--- src/rtl/pill_feeder.sv ---
// pill_feeder: paces pill dispensing, counts pills per bottle in BCD and holds a
// timed bottle-swap window between bottles until the counter bank reports finished.
module pill_feeder #(
    parameter int TICK_DIV   = 50000,
    parameter int SWAP_TICKS = 500
) (
    input  logic       clk,
    input  logic       reset_n,
    input  logic       en,
    input  logic       pause,
    input  logic       finished,
    input  logic [7:0] gap_setting,
    input  logic [7:0] pill_setting,
    output logic       pill_pulse,
    output logic       bottle_swap,
    output logic       done,
    output logic [7:0] in_bottle
);
    localparam int PW = $clog2(TICK_DIV);
    localparam int SW = $clog2(SWAP_TICKS + 1);

    typedef enum logic [1:0] {IDLE, FEED, SWAP, DONE} state_t;

    state_t        state;
    logic [PW-1:0] presc;
    logic [7:0]    gap;
    logic [SW-1:0] swap_cnt;
    logic          tick, pill_ok, gap_due, swap_last;
    logic [7:0]    gap_max, bcd_next;
    logic [3:0]    lo_next, hi_next;

    always_comb begin
        tick      = presc == PW'(TICK_DIV - 1);
        gap_max   = gap_setting == 8'd0 ? 8'd1 : gap_setting;
        gap_due   = {1'b0, gap} + 9'd1 >= {1'b0, gap_max};
        pill_ok   = pill_setting[7:4] <= 4'd9 && pill_setting[3:0] <= 4'd9 && pill_setting != 8'd0;
        lo_next   = in_bottle[3:0] == 4'd9 ? 4'd0 : in_bottle[3:0] + 4'd1;
        hi_next   = in_bottle[3:0] != 4'd9 ? in_bottle[7:4] : in_bottle[7:4] == 4'd9 ? 4'd0 : in_bottle[7:4] + 4'd1;
        bcd_next  = {hi_next, lo_next};
        swap_last = 32'(swap_cnt) + 32'd1 >= SWAP_TICKS;
    end

    always_ff @(posedge clk or negedge reset_n) begin
        if (!reset_n) begin
            state       <= IDLE;
            presc       <= '0;
            gap         <= '0;
            swap_cnt    <= '0;
            in_bottle   <= '0;
            pill_pulse  <= 1'b0;
            bottle_swap <= 1'b0;
            done        <= 1'b0;
        end else begin
            pill_pulse <= 1'b0;
            if (!en) begin
                state       <= IDLE;
                presc       <= '0;
                gap         <= '0;
                swap_cnt    <= '0;
                in_bottle   <= '0;
                bottle_swap <= 1'b0;
                done        <= 1'b0;
            end else if (state == IDLE) begin
                state <= FEED;
                presc <= '0;
                gap   <= '0;
            end else if (state == DONE) begin
                done <= 1'b1;
            end else if (finished) begin
                // a pulse due on this edge is deliberately dropped
                state       <= DONE;
                done        <= 1'b1;
                bottle_swap <= 1'b0;
                presc       <= '0;
                gap         <= '0;
                swap_cnt    <= '0;
            end else if (!pause) begin
                presc <= tick ? '0 : presc + 1'b1;
                if (tick && state == FEED) begin
                    if (!gap_due) begin
                        gap <= gap + 8'd1;
                    end else if (!pill_ok) begin
                        gap <= gap_max;
                    end else begin
                        pill_pulse <= 1'b1;
                        gap        <= '0;
                        if (bcd_next == pill_setting) begin
                            in_bottle   <= '0;
                            state       <= SWAP;
                            bottle_swap <= 1'b1;
                            presc       <= '0;
                            swap_cnt    <= '0;
                        end else begin
                            in_bottle <= bcd_next;
                        end
                    end
                end else if (tick) begin
                    if (swap_last) begin
                        state       <= FEED;
                        bottle_swap <= 1'b0;
                        swap_cnt    <= '0;
                        gap         <= '0;
                        presc       <= '0;
                    end else begin
                        swap_cnt <= swap_cnt + 1'b1;
                    end
                end
            end
        end
    end
endmodule

--- config.mk ---
export PLATFORM = sky130hd
export DESIGN_NAME = pill_feeder
export DESIGN_NICKNAME = d
export VERILOG_FILES = /design/src/rtl/pill_feeder.sv
export SDC_FILE = /design/constraint.sdc
export NUM_CORES = 1
export LEC_CHECK = 0
export CAP_MARGIN = 40
export CORE_MARGIN = 3
export CORE_UTILIZATION = 53
export DETAILED_ROUTE_END_ITERATION = 10
export PLACE_DENSITY_LB_ADDON = 0.1
export SLEW_MARGIN = 20
export SYNTH_ARGS = -nofsm -noshare
export SYNTH_HDL_FRONTEND = slang
export SYNTH_SLANG_ARGS = --single-unit
--- constraint.sdc ---
create_clock -name clk -period 3.7 [get_ports clk]
set_input_delay 0.925 -clock clk [delete_from_list [all_inputs] [get_ports clk]]
set_output_delay 0.925 -clock clk [all_outputs]
set_load 0.02 [all_outputs]
[Yosys cells after proc, flatten, opt, wreduce, memory -nomap -nowiden]
Cells that the tools add are included.
Storage, ports and cells
  logic and storage cells: 140
  input port bits: 21
  bits in registers: 46
  output and inout bits: 11
Operators by class
  add/subtract/negate cells: 7
  $lt $le $gt $ge: 4
  reductions and logical operators: 13
  equality and inequality tests: 28
  mux-type cells: 80
Operator list (number)
  16-bit two-way mux: 12
  8-bit two-way mux: 20
  9-bit two-way mux: 11
  1-bit two-way mux: 23
  2-bit two-way mux: 11
  7-bit AND reduction: 3
  16-bit by 1-bit adder with 16-bit output (second input constant): 1
  16-bit == test (second input constant): 1
  4-bit two-way mux: 3
  4-bit != test (second input constant): 3
  9-bit by 1-bit adder with 10-bit output (second input constant): 1
  10-bit by 9-bit >= comparator with 1-bit output (second input constant): 1
  5-bit by 1-bit != test with 1-bit output (second input constant): 2
  5-bit != test (second input constant): 2
  8-bit by 1-bit adder with 9-bit output (second input constant): 1
  9-bit by 1-bit adder with 9-bit output (second input constant): 1
  9-bit by 8-bit >= comparator with 1-bit output: 1
  4-bit by 1-bit adder with 4-bit output (second input constant): 2
  8-bit by 1-bit adder with 8-bit output (second input constant): 1
  4-bit == test (second input constant): 2
  8-bit == test: 1
  4-bit <= comparator (second input constant): 2
  8-bit zero test: 1
  2-bit != test (second input constant): 4
  other kinds (16): 22

[Longest topological paths before layout]
Gate-level depths: netlist of the first run.
  depth in word-level cells: 13
  depth in mapped cells: 11

[Least setup slack after synthesis of the first run]
OpenSTA, ideal clock, no wires.
  kind: input to register
  start point: input port gap_setting[4]
  end point: register in_bottle[1]
  setup time: 0.128 ns
  arrival: 2.886 ns
  path slack: 0.686 ns
  stages on the path: 10
  data required time: 3.572 ns
  path through: nor4_1 a41o_1 ha_1 nand2b_1 a31oi_1 o211ai_1 nand2b_1 o41a_1 a31oi_1 o22ai_1
On the way
  cells in the longest elaborated chain, start to end: 5
Ends and longest elaborated chain
  start: declaration: RTL line 12  | input logic [7:0] gap_setting,
  8-bit zero test: RTL line 34  | gap_max = gap_setting == 8'd0 ? 8'd1 : gap_setting;
  8-bit two-way mux *: RTL line 34
  9-bit by 8-bit >= comparator with 1-bit output *: RTL line 35  | gap_due = {1'b0, gap} + 9'd1 >= {1'b0, gap_max};
  2-bit by 1-bit != test with 1-bit output (no source line) *
  7-bit AND reduction (no source line) *
  end signal: assignment: RTL line 94  | in_bottle <= bcd_next;
  end: declaration: RTL line 17  | output logic [7:0] in_bottle
Mark *: on every way between the ends. The rest lies on a longest branch, timed or not.
A chain may end at the register's enable or synchronous reset.

[Worst setup path after layout of the first run]
  start point: input port gap_setting[4]
  end point: register swap_cnt[8]
On the way
  cells in the longest elaborated chain, start to end: 5
Ends and longest elaborated chain
  8-bit zero test: RTL line 34
  8-bit two-way mux *: RTL line 34
  9-bit by 8-bit >= comparator with 1-bit output *: RTL line 35
  4-bit != test (no source line) *
  7-bit AND reduction (no source line) *
  end signal: assignment: RTL line 105  | swap_cnt <= swap_cnt + 1'b1;
  end: declaration: RTL line 27  | logic [SW-1:0] swap_cnt;
Marks and branches as above.

==> impl_metrics.env, run 1 <==
export IMPL_pwr_share_clk_pct=33.2
export IMPL_die_area_sq_um=7620
export IMPL_cp_startpoint="gap_setting[4]"
export IMPL_power_density_nw_per_um2=286
export IMPL_drv_slew=0
export IMPL_path_cells="clkdlybuf4s50_1, nor4_1, a41o_1, ha_1, nand2b_1, a31oi_1, o211ai_1, nor2b_1, and4_1, o21ai_2, o2bb2ai_1"
export IMPL_final_nets=469
export IMPL_synth_distinct_cells=74
export IMPL_cts_hold_buffers=0
export IMPL_crit_family="compound AO/OA/AOI/OAI gates"
export IMPL_die_w_um=87.3
export IMPL_maxCapViolations=0
export IMPL_preCtsSetupSlack_ns=0.0406
export IMPL_grt_pass1_wl_um=13800
export IMPL_pin_count=32
export IMPL_clkTransAtPathRegs_ns=0.08
export IMPL_fin_crit_ns=3.32
export IMPL_fp_dieH_um=87.3
export IMPL_clockRootBuffer="clkbuf_8"
export IMPL_ys_warn_count=0
export IMPL_drt_vias_per_instance=6.23
export IMPL_synth_edf_count=0
export IMPL_syn_num_nets=441
export IMPL_synth_cells=406
export IMPL_antenna_cells=0
export IMPL_crit_required_ns=3.92
export IMPL_r2r_setup_slack_ns=0.63
export IMPL_cts_path_max_buffers=2
export IMPL_vdd_drop_max_mv=0.232
export IMPL_hp_class="reg -> reg"
export IMPL_dr_pass1_iters=4
export IMPL_skew_ns=0.00544
export IMPL_hpwl_um=5910
export IMPL_setup_ws_ns=0.379
export IMPL_htreeDepth=2
export IMPL_slew_headroom_pct=54.2
export IMPL_instances_no_fill=509
export IMPL_grt_usage_pct=22.1
export IMPL_coreArea_sq_um=6170
export IMPL_drt_iter0_drc=118
export IMPL_drt_wl_total_um=7950
export IMPL_portBuffers=31
export IMPL_p_leak_uw=0.00164
export IMPL_cp_slowest_cell="clkdlybuf4s50_1"
export IMPL_cp_arrival_ns=3.54
export IMPL_finalHoldViolCount=0
export IMPL_clk_latency_ns=0.29
export IMPL_numCtsBuffers=5
export IMPL_cts_sinks=46
export IMPL_synthArstFlopShare_pct=100
export IMPL_register_area_sq_um=1150
export IMPL_ys_dominant_reg_cell="dfrtp_1"
export IMPL_critical_path_max_stage_delay_ns=0.44
export IMPL_fin_setup_tns_ns=0
export IMPL_post_cts_buffers=0
export IMPL_p_int_uw=819
export IMPL_worstSetupStartpointType="input pin"
export IMPL_seq_area_frac_synth_pct=32.8
export IMPL_multi_input_area_sq_um=2190
export IMPL_reg2reg_from="gap[0]"
export IMPL_synth_seq_cells=46
export IMPL_comb_power_share_pct=18.8
export IMPL_overflow=0
export IMPL_wl_per_cell_um=15.6
export IMPL_grt_antenna_before_repair=0
export IMPL_n_fill_cell=553
export IMPL_post_cts_resize_count=0
export IMPL_crit_cells=11
export IMPL_grt_max_degree=34
export IMPL_grt_pass1_vias=2961
export IMPL_endpoint="swap_cnt[8]"
export IMPL_p_sw_uw=326
export IMPL_period_share_pct=89.8
export IMPL_status="completed"
export IMPL_max_slew_worst_pin_slew_ns=0.670
export IMPL_route_detailed_drc=0
export IMPL_worstRegToRegCells=11
export IMPL_rr_endpoint="swap_cnt[8]"
export IMPL_drtAntennaViolNets=0
export IMPL_start_util_pct=56.8
export IMPL_vias=3170
export IMPL_setup_viol=0
export IMPL_pwr_share_seq_pct=48.0
export IMPL_place_inst=502
export IMPL_cp_num_buf_inv=1
export IMPL_area_delta_synth_final_pct=14.4
export IMPL_switching_share_pct=28.5
export IMPL_gp_congestion=0.842
export IMPL_drive_gt1_share_pct=8.29
export IMPL_hold_start="done"
export IMPL_synth_area_sq_um=3500
export IMPL_endpoint_kind="register"
export IMPL_cts_tree="built"
export IMPL_crit_type="in -> reg"
export IMPL_max_freq_mhz=301
export IMPL_num_rows=28
export IMPL_finish_utilization_pct=65.0
export IMPL_rsz0062_at_grt="no"
export IMPL_synth_area_per_cell_sq_um=8.63
export IMPL_critPathMaxFanout=9
cells in the mapped netlist, types with 6 or more instances:
library cell,count,area share [%]
a21oi_1,17,2.4
nor3_1,14,2.0
o31ai_1,6,1.3
o2bb2ai_1,8,2.0
o21ai_0,11,1.6
dfrtp_1,46,33
inv_1,22,2.4
clkbuf_1,14,1.5
a21o_1,7,1.5
and3_1,6,1.1
nand2_1,30,3.2
nor2_1,24,2.6
ha_1,14,5.0
xnor2_1,10,2.5
nor4_1,6,1.1
nand2b_1,11,2.0
a31oi_1,7,1.2
nand3_1,35,5.0
xor2_1,14,3.5
power by group through the flow:
stage,clock network [uW],registers (uW),logic [uW]
6_report,380,550,215
5_1_grt,411,554,242
4_1_cts,387,549,218
3_5_place_dp,0,559,218
3_3_place_gp,0,558,213
2_1_floorplan,0,541,158
final cells by class:
cell class                      instances  area share, %
Multi-Input combinational cell        319           54.6
Clock buffer                            6           2.06
Clock inverter                          1          0.749
Inverter                               23           2.15
Timing Repair Buffer                   39           9.42
Tap cell                               75           2.34
Sequential cell                        46           28.7
layer usage:
metal	global-route usage, %	wire, um	vias up
met5	0	0	-
met4	5.58	122	0
met3	3.60	345	12
met2	35.6	3710	76
met1	30.9	3770	1518
li1	-	-	1564
cell usage in the layout, fill, tap and decap left out, types with 14 or more instances in the layout:
master / instances
nor3_1: 14
inv_1: 22
xor2_1: 14
nor2_1: 24
clkdlybuf4s50_1: 30
ha_1: 14
nand3_1: 35
a21oi_1: 17
dfrtp_1: 46
nand2_1: 30
sequential cells by signal (all words and copies together) (netlist names):
signal,flops
done,1
gap,8
pill_pulse,1
bottle_swap,1
presc,16
state,2
in_bottle,8
swap_cnt,9
metrics by stage:
stage | instance area (sq um) | hold WS [ns] | total power [uW]
after floorplan | 3500 | 0.500 | 698
after global placement | 3880 | 0.479 | 771
after detailed placement | 3900 | 0.483 | 777
after CTS | 4010 | 0.502 | 1150
after global routing | 4010 | 0.516 | 1210
final | 4010 | 0.495 | 1150
logic make-up (layout without fill, tap and decap cells):
family | Yosys count | count (layout) | synth area share [%]
AOI/OAI and AO/OA | 99 | 99 | 20.5
xor gates and xnor gates | 24 | 24 | 6.00
adders and majority gates | 16 | 16 | 5.57
buffers and inverters | 41 | 69 | 4.71
DFF | 46 | 46 | 32.8
muxes | 6 | 6 | 2.14
and+or+nand+nor | 174 | 174 | 28.3
worst min-delay path by stage:
stage	end	slack, ns	depth (start not counted)
6_report	done	0.50	1
5_1_grt	presc[7]	0.52	1
4_1_cts	done	0.50	1
3_5_place_dp	done	0.48	1
3_3_place_gp	done	0.48	1
2_1_floorplan	presc[0]	0.50	1
No activity file was read; power rests on OpenSTA's default activity.
==> run 2: changes to the inputs <==
Settings changed: RECOVER_POWER from default to 100, SKIP_LAST_GASP from default to 1.
==> run 2 against run 1 <==
The flow now finishes with violations (max-capacitance violations, max-slew violations). Largest power group unchanged. Utilization fell by 0.83 points. Die area did not move. Largest cell class unchanged. Non-clock buffer count did not move.
==> impl_metrics.env, run 2 (synthesis results as in run 1) <==
export IMPL_status="finished, violations left"
export IMPL_violations="max-capacitance violations, max-slew violations"
export IMPL_cts_tree="built"
export IMPL_drt_iter0_drc=106
export IMPL_cts_sinks=46
export IMPL_finalHoldViolCount=0
export IMPL_numCtsBuffers=5
export IMPL_largestRegisters="presc x16, swap_cnt x9"
export IMPL_pwr_share_clk_pct=33.5
export IMPL_drtAntennaViolNets=0
export IMPL_layout_commonest_cell="dfrtp_1"
export IMPL_fin_crit_ns=3.32
export IMPL_post_cts_buffers=0
export IMPL_p_leak_uw=0.00165
export IMPL_rsz0062_at_grt="no"
export IMPL_portBuffers=31
export IMPL_gp_congestion=0.842
export IMPL_skew_ns=0.00618
export IMPL_num_rows=28
export IMPL_vias=3134
export IMPL_endpoint_kind="register"
export IMPL_crit_type="in -> reg"
export IMPL_hpwl_um=5910
export IMPL_coreArea_sq_um=6170
export IMPL_die_w_um=87.3
export IMPL_fp_dieH_um=87.3
export IMPL_overflow=0
export IMPL_clk_latency_ns=0.29
export IMPL_grt_usage_pct=22.1
export IMPL_preCtsSetupSlack_ns=0.0406
export IMPL_max_slew_worst_pin_slew_ns=1.73
export IMPL_postPlaceCellArea_sq_um=3900
export IMPL_final_nets=469
export IMPL_cp_arrival_ns=3.50
export IMPL_largest_reg_flops=16
export IMPL_mostFrequentLayoutCells="dfrtp_1, nand3_1, nand2_1"
export IMPL_max_freq_mhz=302
export IMPL_hp_class="reg -> reg"
export IMPL_route_detailed_drc=0
export IMPL_pin_count=32
export IMPL_htreeDepth=2
export IMPL_dr_pass1_iters=4
export IMPL_cts_path_max_buffers=2
export IMPL_drive_gt1_share_pct=6.22
export IMPL_grt_max_degree=34
export IMPL_p_int_uw=814
export IMPL_cts_hold_buffers=0
export IMPL_area_delta_synth_final_pct=13.0
export IMPL_drv_slew=34
export IMPL_drt_wl_total_um=7910
export IMPL_post_cts_resize_count=0
export IMPL_power_density_nw_per_um2=288
export IMPL_setup_viol=0
export IMPL_r2r_setup_slack_ns=0.62
export IMPL_drt_vias_per_instance=6.16
export IMPL_fin_setup_tns_ns=0
export IMPL_period_share_pct=89.6
export IMPL_start_util_pct=56.8
export IMPL_clockRootBuffer="clkbuf_8"
export IMPL_vdd_drop_max_mv=0.242
export IMPL_setup_ws_ns=0.384
export IMPL_n_fill_cell=565
export IMPL_grt_antenna_before_repair=0
export IMPL_finalInstanceArea_sq_um=3960
export IMPL_comb_power_share_pct=18.2
export IMPL_largest_register="presc"
export IMPL_pwr_share_seq_pct=48.3
export IMPL_switching_share_pct=28.5
export IMPL_antenna_cells=0
export IMPL_critPathMaxFanout=7
export IMPL_p_sw_uw=325
export IMPL_wl_per_cell_um=15.5
export IMPL_maxCapViolations=1
export IMPL_grt_pass1_wl_um=13800
export IMPL_crit_required_ns=3.89
export IMPL_die_area_sq_um=7620
export IMPL_worstSetupStartpointType="input pin"
export IMPL_clkTransAtPathRegs_ns=0.09
export IMPL_grt_pass1_vias=2961
export IMPL_slew_headroom_pct=-15.1
## run 2: area by class of cell
| cell class | count | area (sq um) | share of cell area [%] |
|---|---|---|---|
| clock buffer | 6 | 82.6 | 2.09 |
| clock inverter | 1 | 30.0 | 0.759 |
| inverter | 23 | 86.3 | 2.18 |
| multi-input combinational | 319 | 2170 | 54.8 |
| sequential | 46 | 1150 | 29.1 |
| tap | 75 | 93.8 | 2.37 |
| timing repair buffer | 39 | 347 | 8.75 |
## run 2: worst max-delay path, cell delays in order
cell,delay (ns)
clkdlybuf4s50_1,0.44
nor4_1,0.34
a41o_1,0.24
ha_1,0.12
nand2b_1,0.09
a31oi_1,0.08
o211ai_1,0.30
nand2b_1,0.18
o41a_1,0.45
a31oi_1,0.24
o21ai_1,0.09
## run 2: final timing paths
path / start / to / cells after the start
max reg2reg: gap[0] / swap_cnt[8] / 11
min in group asynchronous: reset_n / presc[8] / 1
max in group asynchronous: reset_n / swap_cnt[2] / 2
min reg2reg: done / done / 1
max: gap_setting[4] / in_bottle[5] / 11
min: done / done / 1
## run 2: per-layer routing
layer | vias to the layer above | share of wire [%] | GRT usage, %
li1 | 1566 | - | -
met1 | 1496 | 48 | 30.9
met4 | 0 | 1.4 | 5.58
met5 | - | 0 | 0
met2 | 62 | 47 | 35.6
met3 | 10 | 4.0 | 3.60
## run 2: stage by stage
| stage | total power [uW] | utilization (%) | instances | hold WS (ns) |
|---|---|---|---|---|
| after floorplan | 698 | - | 406 | 0.500 |
| after global placement | 771 | 62.9 | 501 | 0.479 |
| after detailed placement | 777 | 63.2 | 502 | 0.483 |
| after CTS | 1150 | 65.0 | 509 | 0.502 |
| after global routing | 1200 | 64.2 | 509 | 0.546 |
| final | 1140 | 64.2 | 509 | 0.491 |
## run 2: power groups by stage
| stage | combinational [uW] | clock (uW) | sequential (uW) |
|---|---|---|---|
| after global routing | 235 | 411 | 554 |
| after detailed placement | 218 | 0 | 559 |
| final | 208 | 381 | 550 |
| after floorplan | 158 | 0 | 541 |
| after global placement | 213 | 0 | 558 |
| after CTS | 218 | 387 | 549 |
